<file path="config.mk">
export PLATFORM = sky130hd
export DESIGN_NAME = video_alpha_feeder
export DESIGN_NICKNAME = d
export VERILOG_FILES = /design/src/rtl/video_alpha_feeder.sv
export SDC_FILE = /design/constraint.sdc
export NUM_CORES = 1
export LEC_CHECK = 0
export CAP_MARGIN = 20
export CORE_MARGIN = 5
export CORE_UTILIZATION = 41
export DETAILED_ROUTE_END_ITERATION = 12
export PLACE_DENSITY = 0.8
export SLEW_MARGIN = 0
export SYNTH_ARGS = -nofsm -noshare
export SYNTH_HDL_FRONTEND = slang
export SYNTH_SLANG_ARGS = --single-unit
export TNS_END_PERCENT = 1
</file>
<file path="constraint.sdc">
create_clock -name clk -period 3.32 [get_ports clk]
set_input_delay 0.664 -clock clk [delete_from_list [all_inputs] [get_ports clk]]
set_output_delay 0.664 -clock clk [all_outputs]
set_load 0.02 [all_outputs]
</file>
<file path="src/rtl/video_alpha_feeder.sv">
// Joins a source and a destination pixel stream into one registered pair for the alpha mixer,
// tagging the last pixel of each line. Define VIDEO_PER_PIXEL_ALPHA_EN to take the rate from a_data[31:24].
module video_alpha_feeder #(
    parameter int LINE_BITS = 10
) (
    input  logic                 clk,
    input  logic                 reset,
    input  logic [31:0]          a_data,
    input  logic                 a_valid,
    output logic                 a_ready,
    input  logic [31:0]          b_data,
    input  logic                 b_valid,
    output logic                 b_ready,
    input  logic [7:0]           global_rate,
    input  logic [LINE_BITS-1:0] line_len,
    output logic [31:0]          mix_a,
    output logic [31:0]          mix_b,
    output logic [7:0]           mix_rate,
    output logic                 mix_valid,
    input  logic                 mix_ready,
    output logic                 mix_eol
);

    logic                 stage_free;
    logic                 xfer;
    logic [LINE_BITS-1:0] pix_cnt;
    logic [LINE_BITS-1:0] last_idx;
    logic                 at_last;
    logic [7:0]           rate_sel;

    assign stage_free = !mix_valid || mix_ready;
    assign xfer       = !reset && a_valid && b_valid && stage_free;

    // Both streams see the same ready so neither can be consumed without the other.
    assign a_ready = xfer;
    assign b_ready = xfer;

    // line_len==0 wraps to all-ones, giving a full 2^LINE_BITS line; >= also covers
    // a line_len shrunk below the current position mid-line.
    assign last_idx = line_len - LINE_BITS'(1);
    assign at_last  = (pix_cnt >= last_idx);

`ifdef VIDEO_PER_PIXEL_ALPHA_EN
    assign rate_sel = a_data[31:24];
`else
    assign rate_sel = global_rate;
`endif

    always_ff @(posedge clk) begin
        // NOTE: sequential state uses non-blocking assignments so every register samples pre-edge values.
        if (reset) begin
            // NOTE: the data registers are reset too, so the mixer never sees stale pixels after reset.
            mix_a     <= '0;
            mix_b     <= '0;
            mix_rate  <= '0;
            mix_valid <= 1'b0;
            mix_eol   <= 1'b0;
            pix_cnt   <= '0;
        end else if (xfer) begin
            mix_a     <= a_data;
            mix_b     <= b_data;
            mix_rate  <= rate_sel;
            mix_valid <= 1'b1;
            mix_eol   <= at_last;
            pix_cnt   <= at_last ? '0 : pix_cnt + LINE_BITS'(1);
        end else if (mix_ready) begin
            mix_valid <= 1'b0;
        end
    end

endmodule

</file>
=== Word-level counts from Yosys, hierarchy flattened ===
Cells that the tools add are included.
Widths: inputs -> output; s select.

* Register bits after elaboration: 84
* Input port bits: 87
* Output and inout bits: 76

* Add/subtract/negate cells: 2
* $lt $le $gt $ge: 1
* Mux-type cells: 3
* Reduce and logical (&&, ||, !) cells: 7

{| class="wikitable"
|+ Operators by type and width
! operator !! number
|-
| $add 10x1->10 const B || 1
|-
| $ge 10x10->1 || 1
|-
| $mux 10 || 1
|-
| $sub 10x1->10 const B || 1
|-
| $logic_and 1x1->1 || 3
|-
| $logic_not 1->1 || 2
|-
| $mux 1 || 2
|-
| $reduce_bool 2->1 || 1
|-
| $logic_or 1x1->1 || 1
|}

=== Logic depth before layout (Yosys ltp) ===
* Word-level depth: 5
* Mapped depth: 11
* Mapped depth without buffers: 11

=== Worst setup path after synthesis ===
No wires, ideal clock.

* Kind: input-to-reg
* Start point: input line_len[5]
* End point: register pix_cnt[9]
* Setup time: 129 ps
* Data arrival time: 2425 ps
* Required time: 3191 ps
* Path slack: 766 ps
* Stages: 10
* Path buffers: 0
* Cell sequence: nor4_1 -> nand2_1 -> nor3_1 -> xnor2_1 -> ha_1 -> nand2_1 -> nor2_2 -> nand3_1 -> a21oi_2 -> nor3_1

* Word-level cells in the longest chain between the ends: 3

{| class="wikitable"
|+ RTL lines
! element !! RTL line !! text
|-
| start: declaration || 15 || <nowiki>input logic [LINE_BITS-1:0] line_len,</nowiki>
|-
| $sub 10x1->10 || 40 || <nowiki>assign last_idx = line_len - LINE_BITS'(1);</nowiki>
|-
| $ge 10x10->1 || 41 || <nowiki>assign at_last = (pix_cnt >= last_idx);</nowiki>
|-
| $mux 10 || 65 || <nowiki>pix_cnt <= at_last ? '0 : pix_cnt + LINE_BITS'(1);</nowiki>
|-
| end signal: assignment || 65 ||
|-
| end: declaration || 26 || <nowiki>logic [LINE_BITS-1:0] pix_cnt;</nowiki>
|}

No other way between the ends.
A chain may end at the register's enable or synchronous reset.

=== Worst setup path in the final report ===
* Start point: input line_len[3]
* End point: register pix_cnt[5]

Same word-level chain as after synthesis.

==> flow_summary.ini <==
[logic_synthesis]
syn-cell-area_um2 = 3462
netlist.top_cell.by_area = dfxtp_1
synth.area.top_cells = dfxtp_1 49%, nand2_1 17%, a21oi_1 11%
muxShareOfSynthArea_pct = 0
synth-seq-cells = 84
synthXorXnorAreaFrac_pct = 3.289
synthAdderAreaFrac_pct = 4.337
post_synth_and_or_nand_nor_area_fraction_pct = 24.61
avgSynthCellArea_um2 = 8.033
synth_top_family_by_area = simple AND/OR/NAND/NOR gates
synth-compound-area-share_pct = 14.75
syn_inst = 431
synth_top_area_share_pct = 48.57
syn_nets = 530
synth_cell_types = 33
yosysSeqAreaShare_pct = 48.57
ys_warn_count = 0

[global_route]
grt.overflow.total = 0
antenna_found_initial = 0
grt_start_max_net_pins = 88
grt_pass1_vias = 3420
grt.total_usage_pct = 18.24
grt_pass1_wl_mm = 15.23

[sta]
hold_violations = 0
max_freq_ghz = 0.3393
rsz0062_at_grt = no
tightest_slew_ps = 938.0
fin_skew_ps = 14.63
setup_viol = 0
period_needed_ps = 2947
fin_ws_ps = 373.0
drv_slew = 0
slew_headroom_pct = 37.47
holdWs_ps = 455.5
period_share_pct = 88.76

[power]
finalPower_mw = 2.172
p_leak_nw = 1.900
ir_worst_vdd_v = 0.0002661
power_density_nw_per_um2 = 408.6

[finish]
final_nets = 681
final_core_util_pct = 64.70
area_growth_pct = 53.56
diodes = 0
drive_gt1_share_pct = 5.792
finalInstanceArea_um2 = 5316
final_common_cell = clkdlybuf4s50_1
mostFrequentLayoutCells = 161 x clkdlybuf4s50_1, 158 x nand2_1, 84 x dfxtp_1

[floorplanning]
die_h_um = 101.9
dieArea_um2 = 10380
initial_core_util_pct = 42.13
core_um2 = 8217
die_w_um = 101.9
ios = 163
fp-row-count = 33

[cts]
insertion_delay_ps = 350
clk_pin_slew_worst_paths_ps = 80
clkSinkCount = 84
cts_hold_buf = 0
cts_tree = yes
clk_path_buf_depth = 2
cts_made_buffers = 9
post-cts-setup-buffers = 0
htree_levels = 3
root_buffer = clkbuf_8
cts_resized = 0

[outcome]
status = finished clean

[critical_path]
cp.arrival_ps = 3210
worstSetupPathType = in -> reg
critPathRequiredTime_ps = 3580
worstSetupStartpointType = input port
cp_max_fo = 9
endpoint_kind = flip-flop

[placed_design]
port_buffers = 162
dpl_cell_area_um2 = 5125
hpwl_mm = 7.027
gp_congestion = 0.8093
place_ws_ps = -8.995

[routing]
finalWirelength_mm = 9.741
vias = 3442
viasPerCell = 4.974
drc = 0
ant_nets = 0
firstDrtPassIters = 4
wl_per_cell_um = 14.08
drtIter0Drc = 132

[flow_run]
cap_violations = 0

[hold_path]
hp-class = reg -> reg
[state kept, by name (all words and copies together) (netlist names)]
| register | flops |
|---|---|
| mix_rate | 8 |
| mix_valid | 1 |
| mix_a | 32 |
| mix_b | 32 |
| mix_eol | 1 |
| pix_cnt | 10 |
[final cells by class]
cell class	instances	area (um^2)
Multi-Input combinational cell	313	1632
Timing Repair Buffer	167	1654
Fill cell	699	2900
Clock buffer	10	127.6
Clock inverter	6	63.81
Sequential cell	84	1682
Inverter	7	26.28
Tap cell	105	131.4
[final timing paths]
path                             startpoint         end  slack [ps]  cells after the start
worst max-delay path            line_len[3]  pix_cnt[5]         370                     11
worst min-delay path              mix_b[17]   mix_b[17]         460                      2
worst max register to register   pix_cnt[0]  pix_cnt[3]        1490                      7
worst min register to register    mix_b[17]   mix_b[17]         460                      2
[metal layers]
layer	GRT usage, %	wire length (um)	vias up
li1	-	-	1727
met1	20.23	3948	1576
met2	32.29	4651	128
met3	7.440	1029	11
met4	5.146	112	0
met5	0	0	-
[metrics by stage]
stage / instances / setup TNS [ps]
floorplan: 431 / 0
global placement: 676 / 0
detailed placement: 676 / -17.76
CTS: 692 / 0
global route: 692 / 0
finish: 692 / 0
[where the power goes]
part	switching, mW	internal (mW)	leakage, nW
clock	0.362	0.348	0.0927
sequential	0.0221	1.05	0.686
combinational	0.186	0.205	1.12
[cell families after synthesis]
| kind of cell | Yosys count |
|---|---|
| adders and majority gates | 12 |
| AOI/OAI and AO/OA | 91 |
| buffers and inverters | 34 |
| xor gates and xnor gates | 13 |
| and+or+nand+nor | 197 |
| DFF | 84 |
[worst max-delay path: stages]
cell and delay, ps:
clkdlybuf4s50_1 460, nor4_1 370, nand2_1 140, nor3_1 190, xnor2_1 140, ha_1 260
a21oi_1 140, o21ai_0 150, a31oi_4 330, a21oi_2 160, nor3_1 210
[synthesized netlist by cell type]
library cell,count
nand2_1,158
dfxtp_1,84
a21oi_1,78
ha_1,12
clkbuf_1,11
buf_2,9
nor3_1,8
xnor2_1,8
inv_1,7
nor2_1,6
nand3_1,5
nand4_1,5
xor2_1,5
buf_4,4
nor4_2,4
a31oi_1,3
buf_1,3
a31oi_4,2
nand2b_1,2
nand3_2,2
nor2_2,2
o22ai_1,2
a211o_1,1
a21oi_2,1
a311oi_1,1
a41o_1,1
nand2b_4,1
nor2b_1,1
nor3_2,1
nor4_1,1
nor4b_1,1
o21ai_0,1
o21ai_1,1
Power figures use the tool's default switching activity.
==> RTL edit, RTL diff (same settings) <==
The parameter `LINE_BITS` goes from 10 to 5.
--- a/src/rtl/video_alpha_feeder.sv
+++ b/src/rtl/video_alpha_feeder.sv
@@ -3,3 +3,3 @@
 module video_alpha_feeder #(
-    parameter int LINE_BITS = 10
+    parameter int LINE_BITS = 5
 ) (
Interface: changed (resized line_len); port bits go from 163 to 158. No check against the original RTL was run, so the function may have changed too.
==> RTL edit against the original RTL <==
  * Sequential cell count down 5
  * Total power is 2.0% higher
  * Final area shrank 9.3%
  * First-iteration DRC count shrank 42%
  * Synthesized area decreased by 12%
  * Critical path depth fell by 6
  * Setup slack gained 0.010 ns
  * Routed wire length fell by 13%
  * Critical path type is now input port to primary output
  * Highest routed layer unchanged
==> RTL edit: results (changes against the original RTL) <==
- Post-Route M1 WL: 3470 um (was 3950 um)
- Placed cells: 604 (was 676)
- Share of cells above drive strength 1: 5.18% (was 5.79%)
- Uppermost layer routed: met4 (unchanged)
- Seq/Total Area, Yosys: 52.2% (was 48.6%)
- Met1 Use GR: 21.1% (was 20.2%)
- Hold crit path type: register to register (unchanged)
- Design area: 4820 um2 (was 5320 um2)
- Met3 WL: 1010 um (was 1030 um)
- Buffers on Ports: 157 (was 162)
- Top Family by Delay on Critical Path: buffers and inverters (was simple AND/OR/NAND/NOR gates)
- Initial DRC count: 76 (was 132)
- Worst Tran Pin Value: 0.809 ns (was 0.938 ns)
- Worst stage delay on the critical path: 0.67 ns (was 0.46 ns)
- Initial antenna violation count: 0 (unchanged)
- Post-Place Worst Slack: 0.353 ns (was -0.00900 ns)
- Status: complete, no violations (unchanged)
- Post-synth top cells: nand2_1 (147), dfxtp_1 (79), a21oi_1 (75) (was nand2_1 (158), dfxtp_1 (84), a21oi_1 (78))
- RePlAce Congestion: 0.755 (was 0.809)
- Placed cell areas: 4580 um2 (was 5120 um2)
- Vias in the first global route: 2,882 (was 3,420)
- GRT Overall Usage: 18.4% (was 18.2%)
- Filler cells: 614 (was 699)
- Seq cells post-synth: 79 (was 84)
- M3 GR Usage: 8.76% (was 7.44%)
- Peak supply drop: 0.285 mV (was 0.266 mV)
- Final HPWL DP: 6160 um (was 7030 um)
- Largest net degree at the start of global routing: 79 (was 88)
- Worst-path fanout max: 3 (was 9)
- Post-Syn Nets: 459 (was 530)
- Synth cell types: 29 (was 33)
- Main area contributors after synthesis: dfxtp_1 (52%), nand2_1 (18%), a21oi_1 (12%) (was dfxtp_1 (49%), nand2_1 (17%), a21oi_1 (11%))
- Syn_area_per_cell: 8.19 um2 (was 8.03 um2)
- Met2 WL post-DR: 3930 um (was 4650 um)
- M2 GR Usage: 30.7% (was 32.3%)
- WL final: 8480 um (was 9740 um)
- Via/cell ratio: 4.69 (was 4.97)
- Non-filler instance count after layout: 620 (was 692)
- Clk_skew: 0.00733 ns (was 0.0146 ns)
- First-pass GRT wire length: 13,200 um (was 15,200 um)
- Clock latency on the worst-skew pair: 0.33 ns (was 0.35 ns)
- Fin nets: 605 (was 681)
- Largest registers: mix_a (32), mix_b (32), mix_rate (8) (was mix_a (32), mix_b (32), pix_cnt (10))
RTL edit: cell count changes in the layout (fill, tap and decap cells not counted), moves of 3 or more:
cell             unedited run  this run
nand2_1                   158       147
nor3_1                      8         2
clkdlybuf4s50_1           161       156
dfxtp_1                    84        79
ha_1                       12         7
nand4_1                     5         0
xor2_1                      5         0
nand3_1                     5         1
a21oi_1                    78        75
inv_1                       7         4
nor4_2                      4         1
RTL edit: power by group:
group          internal [W]  switching, W  total, W
sequential         0.000991     0.0000224   0.00101
combinational      0.000193      0.000171  0.000365
clock              0.000502      0.000337  0.000839
total               0.00169      0.000531   0.00222
RTL edit: final timing paths:
kind              slack [ns]                       to  cells past startpoint                   start
setup / recovery        0.38                  b_ready                      5               mix_ready
hold / removal          0.45    mix_a[8]$_SDFFE_PP0P_                      2   mix_a[8]$_SDFFE_PP0P_
setup reg to reg        1.69  pix_cnt[1]$_SDFFE_PP0P_                      5  mix_valid$_SDFFE_PP0P_
hold reg to reg         0.45    mix_a[8]$_SDFFE_PP0P_                      2   mix_a[8]$_SDFFE_PP0P_
RTL edit: cells by family (layout without fill, tap and decap cells):
family / Yosys count / in the layout / share of synthesized area [%]
buffers and inverters: 30 / 181 / 6.03
AO/OA/AOI/OAI: 81 / 81 / 14.1
AND/OR/NAND/NOR: 166 / 166 / 22.8
flip-flops: 79 / 79 / 52.2
XOR/XNOR: 7 / 7 / 2.02
adder cells (fa/ha/maj): 7 / 7 / 2.89
RTL edit: cell type report:
| type | instances | share of cell area [%] |
|---|---|---|
| Clock buffer | 11 | 2.73 |
| Clock inverter | 5 | 2.21 |
| Inverter | 4 | 0.311 |
| Multi-Input combinational cell | 261 | 26.3 |
| Sequential cell | 79 | 32.8 |
| Tap cell | 99 | 2.57 |
| Timing Repair Buffer | 161 | 33.1 |
